`config.mk`:
```
export PLATFORM = sky130hd
export DESIGN_NAME = pmem_line_burst_responder
export DESIGN_NICKNAME = d
export VERILOG_FILES = /design/src/rtl/pmem_line_burst_responder.sv
export SDC_FILE = /design/constraint.sdc
export NUM_CORES = 1
export LEC_CHECK = 0
export ABC_CLOCK_PERIOD_IN_PS = 2850
export BUFFER_PORTS_ARGS = -buffer_cell sky130_fd_sc_hd__buf_2
export CORE_AREA = 2 2 281 283
export CTS_CLUSTER_DIAMETER = 30
export CTS_CLUSTER_SIZE = 12
export DETAILED_ROUTE_END_ITERATION = 16
export DIE_AREA = 0 0 283 285
export SKIP_LAST_GASP = 1
export SLEW_MARGIN = 10
export SYNTH_ARGS = -nofsm -noshare
export SYNTH_HDL_FRONTEND = slang
export SYNTH_SLANG_ARGS = --single-unit
```
`constraint.sdc`:
```
create_clock -name clk -period 2.85 [get_ports clk]
set_input_delay 0.1425 -clock clk [delete_from_list [all_inputs] [get_ports clk]]
set_output_delay 0.1425 -clock clk [all_outputs]
set_load 0.01 [all_outputs]
```
`src/rtl/pmem_line_burst_responder.sv`:
```
// Line-to-burst bridge between the L1 cache pmem port and burst memory.
// Each whole-line request becomes one BEATS-beat burst; reads are assembled, writes are split.
//
// state | meaning
// IDLE  | waiting for line_read/line_write, latches address and write line on accept
// WRITE | burst_write held, one latched beat presented per burst_resp
// READ  | burst_read held, each burst_resp beat stored into line_rdata
// DONE  | one-cycle line_resp, always returns to IDLE
module pmem_line_burst_responder #(
    parameter int LINE_W = 256,
    parameter int BEAT_W = 64,
    parameter int BEATS  = 4,
    parameter int ADDR_W = 32
) (
    input  logic              clk,
    input  logic              rst,
    input  logic              line_read,
    input  logic              line_write,
    input  logic [ADDR_W-1:0] line_address,
    input  logic [LINE_W-1:0] line_wdata,
    output logic [LINE_W-1:0] line_rdata,
    output logic              line_resp,
    output logic [ADDR_W-1:0] burst_address,
    output logic              burst_read,
    output logic              burst_write,
    output logic [BEAT_W-1:0] burst_wdata,
    input  logic [BEAT_W-1:0] burst_rdata,
    input  logic              burst_resp
);

    localparam int CNT_W  = (BEATS > 1) ? $clog2(BEATS) : 1;
    localparam int OFFS_W = $clog2(LINE_W / 8);

    typedef enum logic [1:0] {
        IDLE  = 2'd0,
        WRITE = 2'd1,
        READ  = 2'd2,
        DONE  = 2'd3
    } state_t;

    state_t            state;
    state_t            state_nxt;
    logic [CNT_W-1:0]  cnt;
    logic [ADDR_W-1:0] addr_q;
    logic [LINE_W-1:0] wdata_q;
    logic              last_beat;

    assign last_beat = (cnt == CNT_W'(BEATS - 1));

    always_ff @(posedge clk or negedge rst) begin
        if (!rst) begin
            state <= IDLE;
        end else begin
            state <= state_nxt;
        end
    end

    always_comb begin
        state_nxt   = state;
        burst_read  = 1'b0;
        burst_write = 1'b0;
        line_resp   = 1'b0;
        burst_wdata = '0;
        case (state)
            IDLE: begin
                // write wins when both requests are high
                if (line_write) begin
                    state_nxt = WRITE;
                end else if (line_read) begin
                    state_nxt = READ;
                end
            end
            WRITE: begin
                burst_write = 1'b1;
                burst_wdata = wdata_q[cnt*BEAT_W +: BEAT_W];
                if (burst_resp && last_beat) begin
                    state_nxt = DONE;
                end
            end
            READ: begin
                burst_read = 1'b1;
                if (burst_resp && last_beat) begin
                    state_nxt = DONE;
                end
            end
            DONE: begin
                line_resp = 1'b1;
                state_nxt = IDLE;
            end
            default: state_nxt = IDLE;
        endcase
    end

    // counter parks on the last beat through DONE and is only cleared on the next accept
    always_ff @(posedge clk or negedge rst) begin
        if (!rst) begin
            cnt        <= '0;
            addr_q     <= '0;
            wdata_q    <= '0;
            line_rdata <= '0;
        end else begin
            case (state)
                IDLE: begin
                    if (line_write || line_read) begin
                        addr_q  <= {line_address[ADDR_W-1:OFFS_W], {OFFS_W{1'b0}}};
                        wdata_q <= line_wdata;
                        cnt     <= '0;
                    end
                end
                WRITE: begin
                    if (burst_resp && !last_beat) begin
                        cnt <= cnt + 1'b1;
                    end
                end
                READ: begin
                    if (burst_resp) begin
                        line_rdata[cnt*BEAT_W +: BEAT_W] <= burst_rdata;
                        if (!last_beat) begin
                            cnt <= cnt + 1'b1;
                        end
                    end
                end
                default: ;
            endcase
        end
    end

    assign burst_address = addr_q;

endmodule
```
* Yosys cells after proc, flatten, opt, wreduce, memory -nomap -nowiden
Index checks and enable logic that the tools add are counted.
Storage, ports and cells: output and inout port bits 355, logic and storage cells 45, input bits 357, register bits after elaboration 543
Operators by class: reductions and logical operators 11, shift-type cells 3, eq/ne operators 10, muxes and demuxes 14, $add $sub $neg 2
Operator list (count):
- $bwmux W256 | 1
- $shift A64 B34 Y256 const A | 1
- $shiftx A256 B9 Y64 | 1
- $shiftx A64 B34 Y256 | 1
- $mux W64 | 1
- $neg A8 Y34 | 1
- $mux W2 | 7
- $pmux W2 S3 | 2
- $ne A2 B2 Y1 const B | 4
- $eq A2 B2 Y1 const B | 3
- $reduce_and A2 Y1 | 3
- $reduce_and A5 Y1 | 1
- $mux W1 | 3
- $ne A3 B3 Y1 const B | 1
- $reduce_bool A3 Y1 | 1
- $add A2 B1 Y2 const B | 1
- $eq A2 B1 Y1 const B | 1
- $logic_and A1 B1 Y1 | 2
- $logic_not A2 Y1 | 1
- $ne A2 B1 Y1 const B | 1
- $reduce_or A2 Y1 | 1
- $logic_not A1 Y1 | 1
- $logic_or A1 B1 Y1 | 1

* Logic depth before layout (Yosys ltp)
Gate-level depths: netlist (run 1).
depth in word-level cells 5, depth in mapped cells 10, depth with buffers taken out 5

* Worst setup path after synthesis (run 1)
Ideal clock, no wire load.
path kind register -> register, from register cnt[1], to register line_rdata[10], period minus slack after synthesis 2384 ps, path slack 466 ps, stages on the path, launching flop included 8, arrival 2319 ps, buffers on the path 3, setup time 65 ps, path through dfrtp_1 buf_2 buf_1 inv_1 ha_1 nor4_4 buf_6 a22o_1
Between the ends: cells in the longest elaborated chain, start to end 3, elaborated cells on any way between the ends 4, those cells by class 1 x add/sub; 2 x shift; 1 x mux
RTL lines:
- start, declared | RTL line 43 | logic [CNT_W-1:0] cnt;
- start signal, assigned | RTL line 112 | cnt <= cnt + 1'b1;
- start signal, assigned | RTL line 119 | cnt <= cnt + 1'b1;
- $neg A8 Y34 (*) | RTL line 117 | line_rdata[cnt*BEAT_W +: BEAT_W] <= burst_rdata;
- $shiftx A64 B34 Y256 / $shift A64 B34 Y256 (equally long branches) | RTL line 117
- $bwmux W256 (*) | RTL line 117
- end signal, assigned by index | RTL line 117
- end, declared | RTL line 21 | output logic [LINE_W-1:0] line_rdata,
Every way passes the cells marked *; elsewhere a longest branch is shown, timed or not. A chain may end at the register's enable or synchronous reset.

* Worst setup path in the final report (run 1)
from register cnt[0], to output port burst_wdata[35]
Between the ends: cells in the longest elaborated chain, start to end 2
RTL lines:
- $shiftx A256 B9 Y64 | RTL line 75 | burst_wdata = wdata_q[cnt*BEAT_W +: BEAT_W];
- $mux W64 | RTL line 64 | case (state)
- end, declared | RTL line 26 | output logic [BEAT_W-1:0] burst_wdata,
Every way passes these cells.

==> impl_metrics.prom, run 1 <==
# TYPE chip_impl_metric gauge
chip_impl_metric{name="ctsLongestPathBuffers",unit=""} 3
chip_impl_info{name="ys.flop_type",value="sky130_fd_sc_hd__dfrtp_1"} 1
chip_impl_info{name="clock_tree.root_cell",value="sky130_fd_sc_hd__clkbuf_16"} 1
chip_impl_metric{name="yosys_warnings",unit=""} 0
chip_impl_metric{name="syn_area_per_cell",unit="µm²"} 15.0
chip_impl_metric{name="vias",unit=""} 17685
chip_impl_metric{name="grt_start_max_net_pins",unit=""} 73
chip_impl_metric{name="register_cell_area_after_layout",unit="mm²"} 0.0136
chip_impl_metric{name="grt_antenna_before_repair",unit=""} 8
chip_impl_metric{name="total_track_usage",unit=""} 0.184
chip_impl_info{name="critical_path_class",value="reg -> out"} 1
chip_impl_metric{name="drt-initial-drc-count",unit=""} 1055
chip_impl_metric{name="final-max-slew-violation-count",unit=""} 0
chip_impl_info{name="cts_tree",value="yes"} 1
chip_impl_metric{name="finalHoldViolCount",unit=""} 0
chip_impl_metric{name="synth.ff_latch_count",unit=""} 543
chip_impl_metric{name="cts_post_setup_buffers_inserted",unit=""} 0
chip_impl_metric{name="synth_async_sr_flop_share",unit=""} 1.00
chip_impl_metric{name="ioPinCount",unit=""} 712
chip_impl_metric{name="path_max_fanout",unit=""} 22
chip_impl_info{name="worstHoldPathType",value="in -> reg"} 1
chip_impl_info{name="setup_repair_after_global_routing_missed_its_margin",value="no"} 1
chip_impl_metric{name="cts_made_buffers",unit=""} 117
chip_impl_metric{name="timing.final.crit_share",unit=""} 0.962
chip_impl_metric{name="grt_pass1_wl",unit="µm"} 117000
chip_impl_metric{name="internal_power",unit="mW"} 25.8
chip_impl_metric{name="power.ir.vdd_worst",unit="µV"} 562
chip_impl_metric{name="post_cts_clock_slew_at_the_launch_and_capture_registers_of_the_worst_setup_and_hold_paths",unit="ns"} 0.04
chip_impl_info{name="critical_path.startpoint_type",value="register"} 1
chip_impl_metric{name="clock.fmax",unit="GHz"} 0.365
chip_impl_metric{name="final_layout_size_suffix_gt1_frac",unit=""} 0.490
chip_impl_metric{name="post_layout_nonfiller_instances",unit=""} 3728
chip_impl_metric{name="timing.clock.skew",unit="ns"} 0.0447
chip_impl_metric{name="setup_total_negative_slack",unit="ns"} 0
chip_impl_metric{name="floorplan.initialDensity",unit=""} 0.283
chip_impl_metric{name="combinationalPowerShare",unit=""} 0.298
chip_impl_metric{name="place_hpwl",unit="µm"} 50000
chip_impl_metric{name="die_x",unit="µm"} 283
chip_impl_metric{name="coreArea",unit="mm²"} 0.0780
chip_impl_info{name="cell_with_the_most_instances_after_synthesis",value="sky130_fd_sc_hd__dfrtp_1"} 1
chip_impl_metric{name="total_gr_overflow",unit=""} 0
chip_impl_metric{name="post_synth_num_cell_types",unit=""} 32
chip_impl_metric{name="fin_crit",unit="ns"} 2.74
chip_impl_metric{name="port_buffers",unit=""} 701
chip_impl_metric{name="die_area",unit="mm²"} 0.0807
chip_impl_info{name="synth_top_cells_by_count",value="sky130_fd_sc_hd__dfrtp_1 (543), sky130_fd_sc_hd__mux2_2 (283), sky130_fd_sc_hd__a22o_1 (206)"} 1
chip_impl_metric{name="maxSlewHeadroom",unit=""} 0.366
chip_impl_metric{name="power.net_switching",unit="mW"} 11.1
chip_impl_metric{name="cap_violations",unit=""} 0
chip_impl_metric{name="clock_tree.htree_level_count",unit=""} 3
chip_impl_metric{name="fraction_of_power_consumed_by_sequential_logic",unit=""} 0.330
chip_impl_metric{name="dieHeight",unit="µm"} 285
chip_impl_metric{name="design.final.nets",unit=""} 2943
chip_impl_metric{name="critPathArrivalTime",unit="ns"} 2.60
chip_impl_metric{name="multiInputGateArea",unit="mm²"} 0.00793
chip_impl_metric{name="pwr-share-clk",unit=""} 0.372
chip_impl_metric{name="synth_seq_area_share",unit=""} 0.615
chip_impl_metric{name="switching_share",unit=""} 0.301
chip_impl_metric{name="row_count",unit=""} 103
chip_impl_metric{name="area_share_of_the_largest_cell_type_after_synthesis",unit=""} 0.615
chip_impl_metric{name="via_count_of_the_first_global_routing_pass",unit=""} 19338
chip_impl_metric{name="detail_route.wl_per_cell",unit="µm"} 20.5
chip_impl_metric{name="post-place-cells",unit=""} 3156
chip_impl_metric{name="static-leakage-power",unit="nW"} 16.7
chip_impl_metric{name="fillers",unit=""} 6816
chip_impl_metric{name="critical_path_required",unit="ns"} 2.71
chip_impl_metric{name="detail-route-antenna-nets",unit=""} 0
chip_impl_metric{name="totalWireLength",unit="µm"} 76400
chip_impl_metric{name="power_per_cell_area",unit="mW/mm²"} 1070
chip_impl_metric{name="clock_sinks",unit=""} 543
chip_impl_metric{name="netlist_instances",unit=""} 1476
chip_impl_metric{name="synth_edf_count",unit=""} 0
chip_impl_metric{name="gp_congestion",unit=""} 0.887
chip_impl_metric{name="worst_slew_pin_slew",unit="ns"} 0.951
chip_impl_info{name="synth_top_cells_by_area",value="sky130_fd_sc_hd__dfrtp_1 (62%), sky130_fd_sc_hd__mux2_2 (14%), sky130_fd_sc_hd__a22o_1 (8.2%)"} 1
chip_impl_metric{name="synthesis.area",unit="mm²"} 0.0221
chip_impl_metric{name="detail_route.drc_violations",unit=""} 0
chip_impl_metric{name="area_delta_synth_final",unit="%"} 56.7
chip_impl_metric{name="route.detailed.vias_per_inst",unit=""} 4.74
chip_impl_metric{name="drt_pre_antenna_iters",unit=""} 4
chip_impl_info{name="outcome",value="finished clean"} 1
chip_impl_info{name="most_area_hungry_cell_type_in_the_yosys_netlist",value="sky130_fd_sc_hd__dfrtp_1"} 1
chip_impl_metric{name="clkLatencyLatePin",unit="ns"} 0.66
chip_impl_info{name="setup.worst_path.end_class",value="output pin"} 1
chip_impl_metric{name="timing.final.setup_violations",unit=""} 0
-- power groups by stage --
stage	clock [mW]	combinational, mW	sequential [mW]
floorplan	0	6.62	12.1
global placement	0	10.3	11.9
detailed placement	0	10.5	12.2
CTS	14.0	11.0	12.1
global route	14.4	11.8	12.5
finish	13.8	11.0	12.2
-- per-layer routing --
metal,vias up,share of wire,global-route usage
li1,7646,-,-
met1,9039,0.38,0.217
met4,6,0.044,0.0887
met2,764,0.51,0.317
met3,230,0.063,0.0434
met5,-,0.00050,0
-- state kept, by name, summed over array words and instances (netlist names) --
register,flops
burst_address,27
cnt,2
line_rdata,256
state,2
wdata_q,256
-- cell usage in the layout (no fill, tap or decap), types with 2 or more instances in the layout --
| cell type | Yosys | layout |
|---|---|---|
| sky130_fd_sc_hd__a22o_1 | 206 | 206 |
| sky130_fd_sc_hd__and2_1 | 64 | 64 |
| sky130_fd_sc_hd__buf_12 | 0 | 19 |
| sky130_fd_sc_hd__buf_2 | 52 | 700 |
| sky130_fd_sc_hd__buf_4 | 13 | 23 |
| sky130_fd_sc_hd__bufinv_16 | 0 | 13 |
| sky130_fd_sc_hd__clkbuf_1 | 38 | 16 |
| sky130_fd_sc_hd__clkbuf_16 | 0 | 118 |
| sky130_fd_sc_hd__clkbuf_8 | 0 | 18 |
| sky130_fd_sc_hd__clkinv_16 | 0 | 4 |
| sky130_fd_sc_hd__clkinv_2 | 0 | 17 |
| sky130_fd_sc_hd__clkinv_4 | 0 | 8 |
| sky130_fd_sc_hd__clkinvlp_4 | 0 | 11 |
| sky130_fd_sc_hd__conb_1 | 1 | 5 |
| sky130_fd_sc_hd__dfrtp_1 | 543 | 541 |
| sky130_fd_sc_hd__dfrtp_4 | 0 | 2 |
| sky130_fd_sc_hd__diode_2 | 0 | 4 |
| sky130_fd_sc_hd__dlygate4sd3_1 | 0 | 349 |
| sky130_fd_sc_hd__ha_1 | 11 | 10 |
| sky130_fd_sc_hd__inv_1 | 5 | 5 |
| sky130_fd_sc_hd__inv_6 | 0 | 12 |
| sky130_fd_sc_hd__mux2_2 | 283 | 283 |
| sky130_fd_sc_hd__mux2i_1 | 5 | 5 |
| sky130_fd_sc_hd__mux4_2 | 64 | 64 |
| sky130_fd_sc_hd__nand2_1 | 105 | 105 |
| sky130_fd_sc_hd__nand3_2 | 0 | 3 |
| sky130_fd_sc_hd__nor2_1 | 2 | 2 |
| sky130_fd_sc_hd__nor4_4 | 1 | 2 |
| sky130_fd_sc_hd__o21ai_0 | 51 | 51 |
-- what timing repair did --
item	in CTS	in global routing
endpoints found under the hold margin	778	0
hold buffers	349	0
endpoints found under the setup margin	0	10
resized for setup	0	1
-- stage by stage --
step | total power [mW] | util | setup WS (ns) | cell area [µm²] | hold slack, ns
floorplan | 18.7 | - | 0.466 | 22100 | -0.153
detailed placement | 22.7 | 0.346 | 0.650 | 26900 | 0.187
global route | 38.7 | 0.444 | 0.00993 | 34600 | 0.0450
finish | 37.0 | 0.444 | 0.108 | 34600 | 0.0693
CTS | 37.0 | 0.443 | 0.00701 | 34600 | 0.0108
global placement | 22.2 | 0.346 | 0.719 | 26900 | 0.178
-- layout make-up --
cell class | count | area share
timing repair buffer | 1094 | 0.220
tap | 1050 | 0.0380
antenna | 4 | 0.000289
clock buffer | 151 | 0.0935
sequential | 543 | 0.393
inverter | 5 | 0.000542
clock inverter | 67 | 0.0255
multi-input combinational | 814 | 0.229
-- worst max-delay path, stage by stage (launching register included) --
cell	delay, ns
sky130_fd_sc_hd__dfrtp_4	0.48
sky130_fd_sc_hd__buf_12	0.25
sky130_fd_sc_hd__buf_4	0.28
sky130_fd_sc_hd__mux4_2	0.54
sky130_fd_sc_hd__and2_1	0.22
sky130_fd_sc_hd__buf_2	0.15
-- logic make-up (layout without fill, tap and decap cells) --
logic type      after synthesis  count (layout)  share of synthesized area
compound gates              260             260                     0.0941
fa+ha+maj                    11              11                    0.00623
buf+inv                     123            1317                     0.0301
flops                       543             543                      0.615
mux                         352             352                      0.212
other cells                   1               9                   0.000170
simple gates                186             186                     0.0420
-- worst paths after layout --
| kind | startpoint | endpoint | slack [ns] | cells after the start |
|---|---|---|---|---|
| max in group asynchronous | rst | line_rdata[143] | 1.70 | 4 |
| min in group asynchronous | rst | wdata_q[100] | 0.13 | 2 |
| max reg2reg | cnt[0] | line_rdata[151] | 0.59 | 6 |
| min reg2reg | line_rdata[64] | line_rdata[64] | 0.47 | 2 |
| min | burst_resp | cnt[1] | 0.07 | 4 |
| max | cnt[0] | burst_wdata[35] | 0.11 | 5 |
Power figures use the tool's default switching activity.
==> inputs of run 2 (changes only) <==
--- a/config.mk
+++ b/config.mk
@@ -7,11 +7,12 @@
 export LEC_CHECK = 0
 export ABC_CLOCK_PERIOD_IN_PS = 2850
 export BUFFER_PORTS_ARGS = -buffer_cell sky130_fd_sc_hd__buf_2
-export CORE_AREA = 2 2 281 283
+export CORE_AREA = 2 2 275 277
 export CTS_CLUSTER_DIAMETER = 30
 export CTS_CLUSTER_SIZE = 12
 export DETAILED_ROUTE_END_ITERATION = 16
-export DIE_AREA = 0 0 283 285
+export DIE_AREA = 0 0 277 279
+export REMOVE_ABC_BUFFERS = 1
 export SKIP_LAST_GASP = 1
 export SLEW_MARGIN = 10
 export SYNTH_ARGS = -nofsm -noshare
==> impl_metrics.prom, run 2 (synthesis gave the netlist of run 1 again) <==
# TYPE chip_impl_metric gauge
chip_impl_info{name="outcome",value="finished clean"} 1
chip_impl_info{name="critical_path_class",value="reg -> out"} 1
chip_impl_info{name="reg2reg_from",value="cnt[0]"} 1
chip_impl_metric{name="detail-route-antenna-nets",unit=""} 0
chip_impl_metric{name="critPathArrivalTime",unit="ns"} 2.48
chip_impl_metric{name="floorplan.initialDensity",unit=""} 0.298
chip_impl_metric{name="final-max-slew-violation-count",unit=""} 0
chip_impl_metric{name="grt_pass1_wl",unit="µm"} 117000
chip_impl_info{name="clock_tree.root_cell",value="sky130_fd_sc_hd__clkbuf_16"} 1
chip_impl_metric{name="detail_route.drc_violations",unit=""} 0
chip_impl_metric{name="path_max_fanout",unit=""} 32
chip_impl_metric{name="ctsLongestPathBuffers",unit=""} 3
chip_impl_metric{name="setup_slack",unit="ns"} 0.230
chip_impl_metric{name="detailedPlace.worstSlack",unit="ns"} 0.437
chip_impl_metric{name="grt_antenna_before_repair",unit=""} 7
chip_impl_info{name="most-common-layout-cells",value="sky130_fd_sc_hd__buf_2 (700), sky130_fd_sc_hd__dfrtp_1 (541), sky130_fd_sc_hd__dlygate4sd3_1 (351)"} 1
chip_impl_metric{name="clock_sinks",unit=""} 543
chip_impl_metric{name="critical_path_required",unit="ns"} 2.71
chip_impl_metric{name="drt_pre_antenna_iters",unit=""} 5
chip_impl_metric{name="timing.final.setup_violations",unit=""} 0
chip_impl_metric{name="critPathBufInv",unit=""} 2
chip_impl_metric{name="vias",unit=""} 17381
chip_impl_info{name="worstHoldPathType",value="in -> async"} 1
chip_impl_metric{name="grt_start_max_net_pins",unit=""} 115
chip_impl_metric{name="clkLatencyLatePin",unit="ns"} 0.66
chip_impl_info{name="final_common_cell",value="sky130_fd_sc_hd__buf_2"} 1
chip_impl_metric{name="cap_violations",unit=""} 0
chip_impl_info{name="routed.top_layer",value="met4"} 1
chip_impl_metric{name="clock.fmax",unit="GHz"} 0.382
chip_impl_info{name="cts_tree",value="yes"} 1
chip_impl_metric{name="worst-r2r-cell-count",unit=""} 5
chip_impl_metric{name="ioPinCount",unit=""} 712
chip_impl_metric{name="timing.clock.skew",unit="ns"} 0.0546
chip_impl_metric{name="wl_met3",unit="µm"} 6700
chip_impl_metric{name="port_buffers",unit=""} 701
chip_impl_metric{name="worst_slew_pin_slew",unit="ns"} 1.17
chip_impl_info{name="critical_path.startpoint_type",value="register"} 1
chip_impl_info{name="crit_chain",value="buf_16, mux4_2, and2_1, buf_2"} 1
chip_impl_info{name="setup.worst_path.end_class",value="output pin"} 1
chip_impl_metric{name="design.final.nets",unit=""} 2939
chip_impl_metric{name="drt-initial-drc-count",unit=""} 898
chip_impl_metric{name="coreArea",unit="mm²"} 0.0741
chip_impl_metric{name="row_count",unit=""} 100
chip_impl_metric{name="area_delta_synth_final",unit="%"} 56.4
chip_impl_metric{name="wl_met1",unit="µm"} 28100
chip_impl_metric{name="setup.reg_to_reg.worst_slack",unit="ns"} 0.33
chip_impl_metric{name="clock_tree.htree_level_count",unit=""} 3
chip_impl_metric{name="route.detailed.vias_per_inst",unit=""} 4.76
chip_impl_metric{name="total_track_usage",unit=""} 0.195
chip_impl_metric{name="die_area",unit="mm²"} 0.0773
chip_impl_metric{name="power_per_cell_area",unit="mW/mm²"} 1070
chip_impl_metric{name="fin_hold_ws",unit="ns"} 0.0835
chip_impl_info{name="r2r_end",value="line_rdata[248]"} 1
chip_impl_metric{name="fin_crit",unit="ns"} 2.62
chip_impl_info{name="setup_repair_after_global_routing_missed_its_margin",value="no"} 1
chip_impl_info{name="critical-path-top-delay-family",value="multiplexers"} 1
chip_impl_metric{name="finalHoldViolCount",unit=""} 0
chip_impl_metric{name="timing.final.crit_share",unit=""} 0.919
chip_impl_metric{name="place_hpwl",unit="µm"} 47500
chip_impl_metric{name="die_x",unit="µm"} 277
chip_impl_metric{name="static-leakage-power",unit="nW"} 16.7
chip_impl_metric{name="total_gr_overflow",unit=""} 0
chip_impl_metric{name="gp_congestion",unit=""} 0.820
chip_impl_metric{name="power.ir.vdd_worst",unit="µV"} 570
chip_impl_metric{name="post_cts_clock_slew_at_the_launch_and_capture_registers_of_the_worst_setup_and_hold_paths",unit="ns"} 0.05
chip_impl_metric{name="totalWireLength",unit="µm"} 75600
chip_impl_metric{name="cts_made_buffers",unit=""} 116
chip_impl_metric{name="dieHeight",unit="µm"} 279
chip_impl_metric{name="maxSlewHeadroom",unit=""} 0.214
chip_impl_metric{name="final_layout_size_suffix_gt1_frac",unit=""} 0.493
chip_impl_metric{name="via_count_of_the_first_global_routing_pass",unit=""} 19916
chip_impl_metric{name="wl_met2",unit="µm"} 37500
chip_impl_metric{name="detail_route.wl_per_cell",unit="µm"} 20.7
chip_impl_info{name="crit_path_top_delay_cell",value="sky130_fd_sc_hd__mux4_2"} 1
chip_impl_metric{name="timing.critical_path.slowest_cell_delay",unit="ns"} 0.60
[run 2: cell types whose count changed in the layout (fill, tap and decap cells not counted), sizes merged]
cell	previous run	this run
clkbuf	152	142
clkinv	30	35
buf	744	740
inv	18	21
clkinvlp	11	13
diode	4	6
dlygate4sd3	349	351
bufinv	13	14
[run 2: final cells by class]
cell class | instances | area (µm²)
Antenna cell | 6 | 15.0
Clock buffer | 142 | 3200
Clock inverter | 78 | 1020
Fill cell | 6368 | 39500
Inverter | 5 | 18.8
Multi-Input combinational cell | 814 | 7930
Sequential cell | 543 | 13600
Tap cell | 969 | 1210
Timing Repair Buffer | 1091 | 7540
[run 2: power breakdown]
group,total [mW],internal (mW),switching [mW]
Sequential,12.1,10.6,1.57
Combinational,10.9,5.99,4.89
Clock,14.1,9.35,4.72
Total,37.1,25.9,11.2
[run 2: worst max-delay path by stage]
stage,from,cells after the start,to
floorplan,line_write,2,burst_address[10]
finish,cnt[0],4,burst_wdata[0]
global route,cnt[0],4,burst_wdata[4]
CTS,cnt[0],4,burst_wdata[4]
global placement,cnt[0],5,line_rdata[206]
detailed placement,state[0],5,line_rdata[231]
[run 2: worst register-to-register path, cell delays in order (launching register included)]
cell and delay [ns]:
sky130_fd_sc_hd__dfrtp_4 0.55, sky130_fd_sc_hd__inv_1 0.10, sky130_fd_sc_hd__ha_1 0.38, sky130_fd_sc_hd__nand3b_1 0.25
sky130_fd_sc_hd__nor3_2 0.89, sky130_fd_sc_hd__a22o_1 0.25
[run 2: per-layer routing]
metal,vias to the layer above,global-route usage
li1,7642,-
met1,8754,0.217
met2,813,0.335
met3,172,0.0597
met4,0,0.101
met5,-,0
[run 2: stage by stage]
| step | TNS [ns] | std cells | utilization | total power [mW] | instance area, µm² |
|---|---|---|---|---|---|
| after floorplan | -4397.21 | 1362 | - | 17.7 | 21400 |
| after global placement | 0 | 3070 | 0.361 | 22.1 | 26700 |
| after detailed placement | 0 | 3070 | 0.361 | 22.6 | 26700 |
| after CTS | 0 | 3642 | 0.466 | 37.3 | 34500 |
| after global routing | 0 | 3648 | 0.466 | 38.9 | 34500 |
| final | 0 | 3648 | 0.466 | 37.1 | 34500 |
[run 2: timing repair]
action | CTS | global route
endpoints found under the hold margin | 619 | 0
hold buffers | 351 | 0
cloned | 1 | 0
setup buffers | 0 | 0
setup endpoints to repair | 39 | 1
gates resized for setup | 1 | 1
